<file path="src/rtl/block_averaging.sv">
// Block averager: downscales a source frame by F=2 or F=4 by summing each FxF block and writing sum/(F*F).
// Latency: F*F+2 cycles per block (F*F fetch cycles, one drain cycle for the last ROM read, one write cycle).
// Flow control: none; the source is a 1-cycle synchronous ROM and the sink accepts every write_en pulse.
//
// Ports:
//   clk, rst_n          - clock and asynchronous active-low reset
//   enable              - level run request; dropping it mid-frame aborts to IDLE
//   zoom_level[2:0]     - 1 -> F=2, 0 -> F=4, anything else is ignored (stay in IDLE)
//   pixel_in[7:0]       - ROM data for the read_addr presented on the previous cycle
//   read_addr[14:0]     - registered source address
//   pixel_out[7:0]      - registered block average
//   write_addr[16:0]    - registered destination address
//   write_en            - one-cycle destination write strobe
//   done                - frame complete, held while enable stays high
module block_averaging #(
  parameter int IMG_WIDTH_IN  = 160,
  parameter int IMG_HEIGHT_IN = 120
) (
  input  logic        clk,
  input  logic        rst_n,
  input  logic        enable,
  input  logic [2:0]  zoom_level,
  input  logic [7:0]  pixel_in,
  output logic [14:0] read_addr,
  output logic [7:0]  pixel_out,
  output logic [16:0] write_addr,
  output logic        write_en,
  output logic        done
);

  // Counters are sized for the finest factor (F=2), which has the most blocks.
  localparam int BLK_X = IMG_WIDTH_IN / 2;
  localparam int BLK_Y = IMG_HEIGHT_IN / 2;
  localparam int BXW   = (BLK_X > 1) ? $clog2(BLK_X) : 1;
  localparam int BYW   = (BLK_Y > 1) ? $clog2(BLK_Y) : 1;

  typedef enum logic [2:0] {
    IDLE  = 3'd0,
    FETCH = 3'd1,
    LAST  = 3'd2,
    WRITE = 3'd3,
    DONE  = 3'd4
  } state_t;

  state_t          state_q, state_d;
  logic [1:0]      fs_q, fs_d;           // log2(F): 1 for F=2, 2 for F=4
  logic [BXW-1:0]  bx_q, bx_d;
  logic [BYW-1:0]  by_q, by_d;
  logic [1:0]      dx_q, dx_d;           // offset of the address currently on read_addr
  logic [1:0]      dy_q, dy_d;
  logic [11:0]     acc_q, acc_d;
  logic [14:0]     read_addr_q, read_addr_d;
  logic [7:0]      pixel_out_q, pixel_out_d;
  logic [16:0]     write_addr_q, write_addr_d;
  logic            write_en_q, write_en_d;
  logic            done_q, done_d;

  logic            zoom_ok;
  logic [1:0]      f_m1;
  logic            first_fetch;
  logic            last_offset;
  logic            last_bx;
  logic            last_by;
  logic [11:0]     sum_last;

  function automatic logic [14:0] src_addr(
    input logic [1:0]     fs,
    input logic [BXW-1:0] bx,
    input logic [BYW-1:0] by,
    input logic [1:0]     dx,
    input logic [1:0]     dy
  );
    logic [14:0] row;
    logic [14:0] col;
    row = (15'(by) << fs) + 15'(dy);
    col = (15'(bx) << fs) + 15'(dx);
    return (row * 15'(IMG_WIDTH_IN)) + col;
  endfunction

  assign zoom_ok     = (zoom_level == 3'd0) || (zoom_level == 3'd1);
  assign f_m1        = (fs_q == 2'd2) ? 2'd3 : 2'd1;
  // The first fetch cycle of a block has no ROM data for this block yet.
  assign first_fetch = (dx_q == 2'd0) && (dy_q == 2'd0);
  assign last_offset = (dx_q == f_m1) && (dy_q == f_m1);
  assign last_bx     = (bx_q == BXW'((IMG_WIDTH_IN >> fs_q) - 1));
  assign last_by     = (by_q == BYW'((IMG_HEIGHT_IN >> fs_q) - 1));
  // Max 16*255 = 4080 fits in 12 bits.
  assign sum_last    = acc_q + 12'(pixel_in);

  always_comb begin
    state_d      = state_q;
    fs_d         = fs_q;
    bx_d         = bx_q;
    by_d         = by_q;
    dx_d         = dx_q;
    dy_d         = dy_q;
    acc_d        = acc_q;
    read_addr_d  = read_addr_q;
    pixel_out_d  = pixel_out_q;
    write_addr_d = write_addr_q;
    write_en_d   = 1'b0;
    done_d       = 1'b0;

    case (state_q)
      IDLE: begin
        read_addr_d = '0;
        if (enable && zoom_ok) begin
          fs_d    = (zoom_level == 3'd1) ? 2'd1 : 2'd2;
          bx_d    = '0;
          by_d    = '0;
          dx_d    = '0;
          dy_d    = '0;
          acc_d   = '0;
          state_d = FETCH;
        end
      end

      FETCH: begin
        if (!enable) begin
          state_d     = IDLE;
          bx_d        = '0;
          by_d        = '0;
          dx_d        = '0;
          dy_d        = '0;
          acc_d       = '0;
          read_addr_d = '0;
        end else begin
          if (!first_fetch) begin
            acc_d = acc_q + 12'(pixel_in);
          end
          if (last_offset) begin
            state_d = LAST;
          end else begin
            if (dx_q == f_m1) begin
              dx_d = 2'd0;
              dy_d = dy_q + 2'd1;
            end else begin
              dx_d = dx_q + 2'd1;
            end
            read_addr_d = src_addr(fs_q, bx_q, by_q, dx_d, dy_d);
          end
        end
      end

      LAST: begin
        if (!enable) begin
          state_d     = IDLE;
          bx_d        = '0;
          by_d        = '0;
          dx_d        = '0;
          dy_d        = '0;
          acc_d       = '0;
          read_addr_d = '0;
        end else begin
          acc_d        = sum_last;
          // Divide by F*F = shift by 2*log2(F), truncating.
          pixel_out_d  = 8'(sum_last >> {fs_q, 1'b0});
          write_addr_d = (17'(by_q) * 17'(IMG_WIDTH_IN >> fs_q)) + 17'(bx_q);
          write_en_d   = 1'b1;
          state_d      = WRITE;
        end
      end

      WRITE: begin
        dx_d  = '0;
        dy_d  = '0;
        acc_d = '0;
        if (!enable) begin
          state_d     = IDLE;
          bx_d        = '0;
          by_d        = '0;
          read_addr_d = '0;
        end else if (last_bx && last_by) begin
          state_d = DONE;
          done_d  = 1'b1;
        end else begin
          if (last_bx) begin
            bx_d = '0;
            by_d = by_q + 1'b1;
          end else begin
            bx_d = bx_q + 1'b1;
          end
          read_addr_d = src_addr(fs_q, bx_d, by_d, 2'd0, 2'd0);
          state_d     = FETCH;
        end
      end

      DONE: begin
        if (enable) begin
          done_d = 1'b1;
        end else begin
          state_d = IDLE;
        end
      end

      default: begin
        state_d     = IDLE;
        read_addr_d = '0;
      end
    endcase
  end

  always_ff @(posedge clk or negedge rst_n) begin
    if (!rst_n) begin
      state_q      <= IDLE;
      fs_q         <= 2'd1;
      bx_q         <= '0;
      by_q         <= '0;
      dx_q         <= '0;
      dy_q         <= '0;
      acc_q        <= '0;
      read_addr_q  <= '0;
      pixel_out_q  <= '0;
      write_addr_q <= '0;
      write_en_q   <= 1'b0;
      done_q       <= 1'b0;
    end else begin
      state_q      <= state_d;
      fs_q         <= fs_d;
      bx_q         <= bx_d;
      by_q         <= by_d;
      dx_q         <= dx_d;
      dy_q         <= dy_d;
      acc_q        <= acc_d;
      read_addr_q  <= read_addr_d;
      pixel_out_q  <= pixel_out_d;
      write_addr_q <= write_addr_d;
      write_en_q   <= write_en_d;
      done_q       <= done_d;
    end
  end

  assign read_addr  = read_addr_q;
  assign pixel_out  = pixel_out_q;
  assign write_addr = write_addr_q;
  assign write_en   = write_en_q;
  assign done       = done_q;

endmodule

</file>
<file path="config.mk">
export PLATFORM = sky130hd
export DESIGN_NAME = block_averaging
export DESIGN_NICKNAME = d
export VERILOG_FILES = /design/src/rtl/block_averaging.sv
export SDC_FILE = /design/constraint.sdc
export NUM_CORES = 1
export LEC_CHECK = 0
export CORE_ASPECT_RATIO = 0.7
export CORE_MARGIN = 1
export CORE_UTILIZATION = 31
export DETAILED_ROUTE_END_ITERATION = 16
export PLACE_DENSITY_LB_ADDON = 0.25
export SYNTH_ARGS = -nofsm -noshare
export SYNTH_HDL_FRONTEND = slang
export SYNTH_SLANG_ARGS = --single-unit
</file>
<file path="constraint.sdc">
create_clock -name clk -period 5.1 [get_ports clk]
set_input_delay 1.02 -clock clk [delete_from_list [all_inputs] [get_ports clk]]
set_output_delay 1.02 -clock clk [all_outputs]
set_load 0.02 [all_outputs]
</file>
==> impl_metrics.csv, run 1 <==
group,metric,value,unit
outcome,outcome,"complete, no violations",
synth,synth.most_common_cell,"nand2_1",
route,drt_iter0_drc,400,
floorplan,start_util,31.8,%
floorplan,dieArea,26000,sq um
critical_path,cp-start-kind,"flip-flop",
synth,synth_top_family_by_area,"adder cells",
synth,synth_xor_area_share,8.44,%
min_path,worst_hold_path.num_cells,1,
clocking,cts_made_buffers,9,
synth,yosysSeqAreaShare,23.9,%
global_route,globalRouteOverflowTotal,0,
synth,ys_async_sr_fraction,100,%
sta,finalHoldViolCount,0,
global_route,grt_max_degree,51,
sta,slew_headroom,51.5,%
placed_design,place_congestion,0.843,
flow_run,maxCapViolations,0,
critical_path,rr_endpoint,"read_addr[13]",
finish,drive_above_1_share,9.12,%
sta,clock_skew,8.11,ps
critical_path,worstReg2RegStart,"fs_q[0]",
floorplan,die_w,192,um
placed_design,dpl.hpwl,16100,um
finish,antenna_cells,0,
sta,holdWs,473,ps
critical_path,rrSetupSlack,270,ps
floorplan,die_h,135,um
clocking,clkLatencyLatePin,350,ps
route,first_pass_iters,5,
critical_path,critPathRequiredTime,5310,ps
synth,ys.flop_type,"dfrtp_1",
synth,synth_area_leaders,"dfrtp_1, ha_1, fa_1",
synth,netlist_area,7860,sq um
route,ant_nets,0,
synth,synth_top_area_share,23.6,%
sta,final.period_utilization,94.7,%
clocking,cts_tree,"done",
critical_path,cp-end-kind,"flip-flop",
critical_path,crit_fanout,12,
min_path,min-delay-start,"pixel_out[2]",
synth,synth_area_leader_cell,"dfrtp_1",
clocking,cts_sinks,75,
floorplan,coreArea,24700,sq um
power,p_leak,4.35,nW
synth,synthMuxAreaShare,3.47,%
synth,syn_avg_cell_area,8.61,sq um
sta,worst_slew_pin_slew,728,ps
route,vias,6703,
finish,syn2layout_area_growth,18.0,%
global_route,gr-usage-all-layers,16.9,%
synth,ys_types,79,
sta,fmax,207,MHz
min_path,worstHoldPathType,"flip-flop to flip-flop",
synth,synth_edf_count,0,
route,wl,21100,um
floorplan,io_pins,56,
power,p_per_area,331,nW/um^2
critical_path,path_class,"flip-flop to flip-flop",
clocking,ctsHtreeMaxLevel,3,
global_route,antenna_found_initial,0,
synth,synth-simple-area-share,17.6,%
global_route,grt_pass1_wl,34300,um
synth,synth_compound_area_share,19.6,%
power,peakVddDrop,0.204,mV
synth,yosysWarnings,0,
sta,timing.setup.tns,0,ps
sta,setup_viol_count_final,0,
synth,synth_common_cells,"nand2_1, ha_1, dfrtp_1, inv_1, o21ai_0",
sta,slew_violations,0,
power,total_power,3.07,mW
global_route,grt_pass1_vias,6401,
clocking,ctsLongestPathBuffers,2,
placed_design,portBuffers,54,
sta,grt_setup_unrepaired,"no",
route,drc,0,
synth,ys_seq_elements,75,
floorplan,rows,48,
synth,synthCells,913,
synth,synthAdderAreaFrac,21.3,%
finish,finalNetCount,1095,
critical_path,crit_arrival,5040,ps
sta,min_period,4830,ps
clocking,clk_pin_slew_worst_paths,60,ps
synth,syn-num-nets,1047,
clocking,cts_root_buffer,"clkbuf_16",
critical_path,reg2regPathDepth,19,
route,viasPerCell,5.20,
route,routedWlPerCell,16.3,um
min_path,hold_end,"pixel_out[2]",
clocking,holdBufCountCts,0,
==> layer usage <==
layer	global-route usage (%)	vias to the layer above	share of wire, %
met5	0	-	0
met1	26.8	3239	55
li1	-	3323	-
met3	3.03	12	4.2
met4	3.15	0	0.74
met2	23.3	129	40
==> sequential cells by signal (all words and copies together) (netlist names) <==
signal	cells
done	1
bx_q	7
dy_q	2
acc_q	12
write_addr	16
state_q	3
read_addr	15
dx_q	2
pixel_out	8
by_q	6
write_en	1
fs_q	2
==> area by class of cell <==
cell class / instances / area, sq um
multi-input combinational: 730 / 5660
timing repair buffer: 85 / 783
clock buffer: 10 / 239
fill: 2569 / 15500
tap: 325 / 407
inverter: 60 / 225
clock inverter: 5 / 85.1
sequential: 75 / 1880
==> metrics by stage <==
step | std cells | utilization [%] | setup slack [ps] | cell area (sq um)
4_1_cts | 1288 | 37.1 | 118 | 9180
6_report | 1290 | 37.5 | 272 | 9280
5_1_grt | 1290 | 37.5 | 2.97 | 9280
3_5_place_dp | 1273 | 35.8 | 161 | 8860
2_1_floorplan | 913 | - | 19.9 | 7930
3_3_place_gp | 1273 | 35.8 | 277 | 8860
==> power breakdown <==
| part | total, mW | leakage [nW] | internal, mW | switching (mW) |
|---|---|---|---|---|
| Sequential | 0.758 | 1.03 | 0.682 | 0.0756 |
| Clock | 0.724 | 0.155 | 0.442 | 0.282 |
| Combinational | 1.58 | 3.16 | 0.628 | 0.957 |
| Total | 3.07 | 4.35 | 1.75 | 1.31 |
==> cells by family after synthesis <==
family,count (synthesis)
AOI/OAI and AO/OA,230
muxes,22
and+or+nand+nor,285
other,1
buffers and inverters,108
DFF,75
adders and majority gates,120
xor gates and xnor gates,72
==> timing repair <==
action                                  in CTS  in global routing
gates resized for setup                      0                 15
hold endpoints to repair                     0                  0
setup buffers                                0                  2
endpoints found under the setup margin       0                  6
==> how the worst max path moves through the flow <==
stage | startpoint | endpoint | slack, ps
2_1_floorplan | fs_q[0] | read_addr[14] | 20
5_1_grt | fs_q[0] | read_addr[14] | 3
3_5_place_dp | fs_q[0] | read_addr[14] | 160
3_3_place_gp | fs_q[0] | write_addr[14] | 280
4_1_cts | fs_q[0] | read_addr[14] | 120
6_report | fs_q[0] | read_addr[13] | 270
==> critical path: stages (launching register included) <==
cell,delay [ps]
dfstp_2,580
inv_2,70
buf_4,190
ha_1,320
xor2_1,170
nand4_1,190
nor2b_2,200
buf_12,140
xnor2_1,100
mux2_2,310
mux2i_1,210
ha_1,270
ha_1,240
fa_1,440
ha_1,350
a21boi_0,150
o21ai_0,250
nand3b_1,160
xor2_1,190
o221ai_1,140
==> placed cells by master (no fill, tap or decap), types with 9 or more instances in the layout <==
cell,n
fa_1,22
and2_1,26
a21oi_1,41
ha_1,94
a21o_1,15
xnor2_1,48
nor2_1,54
buf_4,31
nand3_1,19
clkdlybuf4s50_1,53
inv_1,58
nor2b_1,11
mux2i_1,13
o31ai_1,12
dfrtp_1,73
a211oi_1,9
clkbuf_16,9
a22o_1,19
xor2_1,19
o21ai_0,57
nor3_1,13
nand2_1,113
Power figures use the tool's default switching activity.
==> run 2: changes to the inputs <==
Settings changed: CTS_BUF_LIST from default to sky130_fd_sc_hd__clkbuf_8.
==> impl_metrics.csv, run 2 (synthesized netlist as in run 1, its figures left out) <==
group,metric,value,unit
outcome,outcome,"complete, no violations",
clocking,cts_tree,"done",
sta,slew_headroom,51.2,%
floorplan,dieArea,26000,sq um
critical_path,slowest_delay,580,ps
critical_path,cp-start-kind,"flip-flop",
power,p_leak,4.30,nW
floorplan,die_h,135,um
global_route,gr-usage-all-layers,16.9,%
global_route,grt_pass1_vias,6405,
power,p_per_area,316,nW/um^2
floorplan,coreArea,24700,sq um
route,vias,6708,
clocking,ctsLongestPathBuffers,2,
global_route,grt_pass1_wl,34400,um
finish,layout_commonest_cell,"nand2_1",
finish,final_cell_mix,"nand2_1, ha_1, dfrtp_1",
route,first_pass_iters,5,
placed_design,portBuffers,54,
floorplan,rows,48,
global_route,antenna_found_initial,0,
clocking,clkLatencyLatePin,390,ps
finish,antenna_cells,0,
clocking,cts_root_buffer,"clkbuf_8",
sta,clock_skew,15.5,ps
critical_path,crit_slowest_cell,"dfstp_2",
clocking,clk_pin_slew_worst_paths,90,ps
power,total_power,2.90,mW
route,drc,0,
sta,layout_setup_ws,261,ps
finish,syn2layout_area_growth,16.8,%
clocking,cts_sinks,75,
critical_path,crit_arrival,5110,ps
route,routedWlPerCell,16.3,um
sta,final.period_utilization,94.9,%
global_route,grt_max_degree,51,
route,ant_nets,0,
sta,timing.setup.tns,0,ps
critical_path,crit_buf_inv,5,
floorplan,io_pins,56,
route,wl,21100,um
clocking,cts_made_buffers,9,
critical_path,path_class,"flip-flop to flip-flop",
sta,finalHoldViolCount,0,
finish,largest_reg_flops,16,
critical_path,cp_cell_sequence,"inv_2, buf_4, ha_1, and2_1, fa_1, inv_1, fa_1, fa_1, inv_1, ha_1, ha_1, inv_1, o21bai_1, a21oi_1, o21ai_0, a41o_1, o31a_1",
floorplan,die_w,192,um
sta,slew_violations,0,
flow_run,maxCapViolations,0,
sta,setup_viol_count_final,0,
floorplan,start_util,31.8,%
placed_design,dpl.hpwl,16100,um
critical_path,critPathRequiredTime,5370,ps
sta,worst_slew_pin_slew,731,ps
clocking,ctsHtreeMaxLevel,3,
placed_design,place_congestion,0.843,
power,peakVddDrop,0.185,mV
global_route,globalRouteOverflowTotal,0,
critical_path,cp-end-kind,"flip-flop",
route,wl_met1,11500,um
route,drt_iter0_drc,354,
critical_path,cp_top_family,"adder cells",
placed_design,pre_cts_ws,161,ps
sta,fmax,207,MHz
route,viasPerCell,5.20,
finish,drive_above_1_share,9.33,%
min_path,worstHoldPathType,"flip-flop to flip-flop",
route,top_layer,"met4",
sta,min_period,4840,ps
route,met3_length,986,um
critical_path,crit_fanout,12,
finish,finalNetCount,1095,
route,dr_wl_met2,8470,um
-- run 2: changes by cell type in the layout (fill, tap and decap cells not counted) --
cell       delta
a211oi_2      +1
a211oi_1      -1
clkbuf_8      +9
mux2i_2       +1
mux2i_1       -1
clkbuf_16     -9
-- run 2: area by class of cell --
cell class                 count  area, sq um
clock inverter                 5         85.1
multi-input combinational    730         5670
fill                        2590        15600
tap                          325          407
inverter                      60          225
sequential                    75         1880
timing repair buffer          85          783
clock buffer                  10          138
-- run 2: repair_timing --
item	in CTS	in global routing
setup buffers	0	2
gates resized for setup	0	17
endpoints found under the setup margin	0	6
hold buffers	0	0
-- run 2: path summary, 6_finish.rpt --
path,from,end,slack (ps),depth (start not counted)
worst min register to register,pixel_out[2],pixel_out[2],480,1
worst max register to register,fs_q[0],write_addr[15],260,17
min in group asynchronous,rst_n,read_addr[14],690,1
worst max-delay path,fs_q[0],write_addr[15],260,17
worst min-delay path,pixel_out[2],pixel_out[2],480,1
max in group asynchronous,rst_n,read_addr[1],3560,2
-- run 2: where the power goes --
| part | internal (mW) | switching (mW) |
|---|---|---|
| Combinational | 0.630 | 0.955 |
| Clock | 0.289 | 0.266 |
| Sequential | 0.681 | 0.0760 |
-- run 2: per-layer routing --
| layer | global-route usage (%) | up-vias |
|---|---|---|
| met5 | 0 | - |
| met4 | 3.15 | 0 |
| met3 | 3.21 | 14 |
| met2 | 23.3 | 151 |
| met1 | 26.8 | 3227 |
| li1 | - | 3316 |
-- run 2: worst register-to-register path, stage by stage, from the launching register on --
cell and delay (ps):
dfstp_2 580, inv_2 70, buf_4 190, ha_1 300, and2_1 200, fa_1 480
inv_1 50, fa_1 460, fa_1 540, inv_1 40, ha_1 280, ha_1 300
inv_1 110, o21bai_1 90, a21oi_1 270, o21ai_0 230, a41o_1 300, o31a_1 240
-- run 2: per-stage QoR --
stage / util [%] / hold WS [ps] / cell area, sq um / instances
finish: 37.1 / 478 / 9180 / 1290
global route: 37.1 / 509 / 9180 / 1290
CTS: 36.7 / 487 / 9080 / 1288
detailed placement: 35.8 / 466 / 8860 / 1273
global placement: 35.8 / 461 / 8860 / 1273
floorplan: - / 454 / 7930 / 913
==> RTL change 1: new RTL, flow settings as in run 1 <==
`IMG_WIDTH_IN`: 160 -> 240.
--- a/src/rtl/block_averaging.sv
+++ b/src/rtl/block_averaging.sv
@@ -14,5 +14,5 @@
 //   done                - frame complete, held while enable stays high
 module block_averaging #(
-  parameter int IMG_WIDTH_IN  = 160,
+  parameter int IMG_WIDTH_IN  = 240,
   parameter int IMG_HEIGHT_IN = 120
 ) (
Formal check against the unedited RTL: not equivalent (Yosys sat finds a counterexample within 4 cycles, from zero or initial values and one cycle with rst_n low).
==> RTL change 1 against run 1 <==
  * The flow now finishes with violations (setup timing)
  * Global-route usage rose by 1.2 points
  * Utilization rose by 4.3 points
  * Sequential cell count is the same
  * Final area up 27%
  * Combinational power up 97%
  * Area after synthesis rose by 15%
  * Total power grew 49%
  * Clock power shrank 4.3%
  * Worst setup slack worse by 0.41 ns
  * Non-clock buffer count increased by 110
  * Wire length grew 24%
  * Via count rose by 23%
  * Fmax decreased by 7.8%
  * Largest power group unchanged
==> RTL change 1: results <==
set metrics [dict create \
    leakagePower_nw 5.75 \
    whs_endpoint "write_addr[1]" \
    ys_types 78 \
    hold_path_class "reg2reg" \
    largest_reg_flops 16 \
    ys.warnings.count 0 \
    synth_edf_count 0 \
    grt_pass1_vias 7883 \
    wl_per_cell_um 16.2 \
    min_from "write_addr[1]" \
    ys_seq_area_share_pct 20.9 \
    vias 8226 \
    num-nets-final 1389 \
    nFillCells 2847 \
    antenna_found_initial 0 \
    violations "setup timing" \
    hold_depth 2 \
    skew_ns 0.00883 \
    cts_buffer_depth 2 \
    critical_path.max_fanout 4 \
    cts-root-buf "clkbuf_16" \
    top_layer "met4" \
    grt_use_total_pct 18.1 \
    gp_congestion 0.881 \
    cts_buffers 9 \
    syn_nets 1227 \
    netlist_top_cells_count "nand2_1, inv_1, ha_1" \
    synthArstFlopShare_pct 100 \
    wl_met1_mm 13.4 \
    grt_pass1_wl_mm 41.7 \
    setup_tns_ns -0.469 \
    numPortBuffers 54 \
    setup_viol 6 \
    synth_area_leaders "dfrtp_1, ha_1, fa_1, nand2_1, xnor2_1" \
    timing.rr.start "fs_q[0]" \
    grt_max_degree 41 \
    dr_wl_met2_mm 11.1 \
    route.met3.wl_mm 1.35 \
    ir_drop_mv 0.268 \
    drive_above_1_share_pct 22.5 \
    n_antenna_cell 0 \
    drt_iter0_markers 461 \
    place_hpwl_mm 20.5 \
    dr.pass1.iters 5 \
    setup_ws_ns -0.138 \
    reg2regPathDepth 22 \
    outcome "complete, but fails checks" \
    tightest_slew_ns 0.749 \
    r2r-end "read_addr[12]" \
]
[RTL change 1: logic make-up (layout without fill, tap and decap cells)]
logic type / after synthesis / after routing / synth area share (%)
adders and majority gates: 145 / 145 / 24.4
other: 2 / 2 / 0.0834
muxes: 28 / 28 / 3.72
xor gates and xnor gates: 80 / 80 / 7.93
AOI/OAI and AO/OA: 270 / 270 / 20.1
and+or+nand+nor: 309 / 309 / 16.1
DFF: 75 / 75 / 20.9
buffers and inverters: 160 / 327 / 6.89
[RTL change 1: routing by layer]
layer / global-route usage [%] / up-vias
li1: - / 4001
met1: 26.8 / 4023
met2: 26.9 / 182
met3: 3.40 / 20
met4: 3.74 / 0
met5: 0 / -
[RTL change 1: layout make-up]
cell class	instances	area, um^2	area share [%]
clock buffers	9	225	1.91
inverters	116	438	3.72
clock inverters	7	81.3	0.691
repair buffers	195	1630	13.8
multi-input cells	834	7050	59.9
well taps	371	464	3.94
flip-flops and latches	75	1880	16.0
[RTL change 1: per-stage QoR]
stage               hold slack [ns]  setup WS (ns)  std cells  cell area [um^2]  total power [mW]
floorplan                     0.454        -0.0334       1069              9150              2.54
global placement              0.464         -0.203       1576             10900              3.49
detailed placement            0.465         -0.328       1576             10900              3.50
CTS                           0.481        -0.0924       1605             11500              4.40
global route                  0.507         -0.353       1607             11800              4.92
finish                        0.476         -0.138       1607             11800              4.56
[RTL change 1: report_power, final]
part	switching [mW]	internal, mW	total [mW]
combinational	1.70	1.41	3.11
sequential	0.0755	0.684	0.759
clock	0.305	0.388	0.693
[RTL change 1: worst max path at each step]
| stage | to | slack [ns] | cells past startpoint |
|---|---|---|---|
| floorplan | read_addr[12] | -0.03 | 27 |
| global placement | read_addr[14] | -0.20 | 24 |
| detailed placement | read_addr[14] | -0.33 | 24 |
| CTS | read_addr[12] | -0.09 | 22 |
| global route | read_addr[12] | -0.35 | 22 |
| finish | read_addr[12] | -0.14 | 22 |
[RTL change 1: timing repair]
action | CTS | global route
setup buffers | 13 | 3
pin swaps | 39 | 41
endpoints found under the setup margin | 7 | 13
cloned | 0 | 0
gates resized for setup | 38 | 57
[RTL change 1: critical path, stage by stage (launching register included)]
cell       delay, ns
dfstp_2         0.60
nor2b_4         0.06
xnor2_2         0.20
nand2_2         0.15
xnor2_2         0.17
ha_2            0.20
inv_2           0.04
fa_2            0.46
xnor2_4         0.18
fa_1            0.53
fa_1            0.53
ha_1            0.32
a21oi_2         0.18
nor2b_2         0.06
nor2_2          0.12
xnor2_2         0.14
ha_1            0.27
a21o_1          0.19
a41oi_2         0.22
nor2_2          0.09
xnor2_2         0.16
a2bb2oi_2       0.15
o21ai_1         0.07
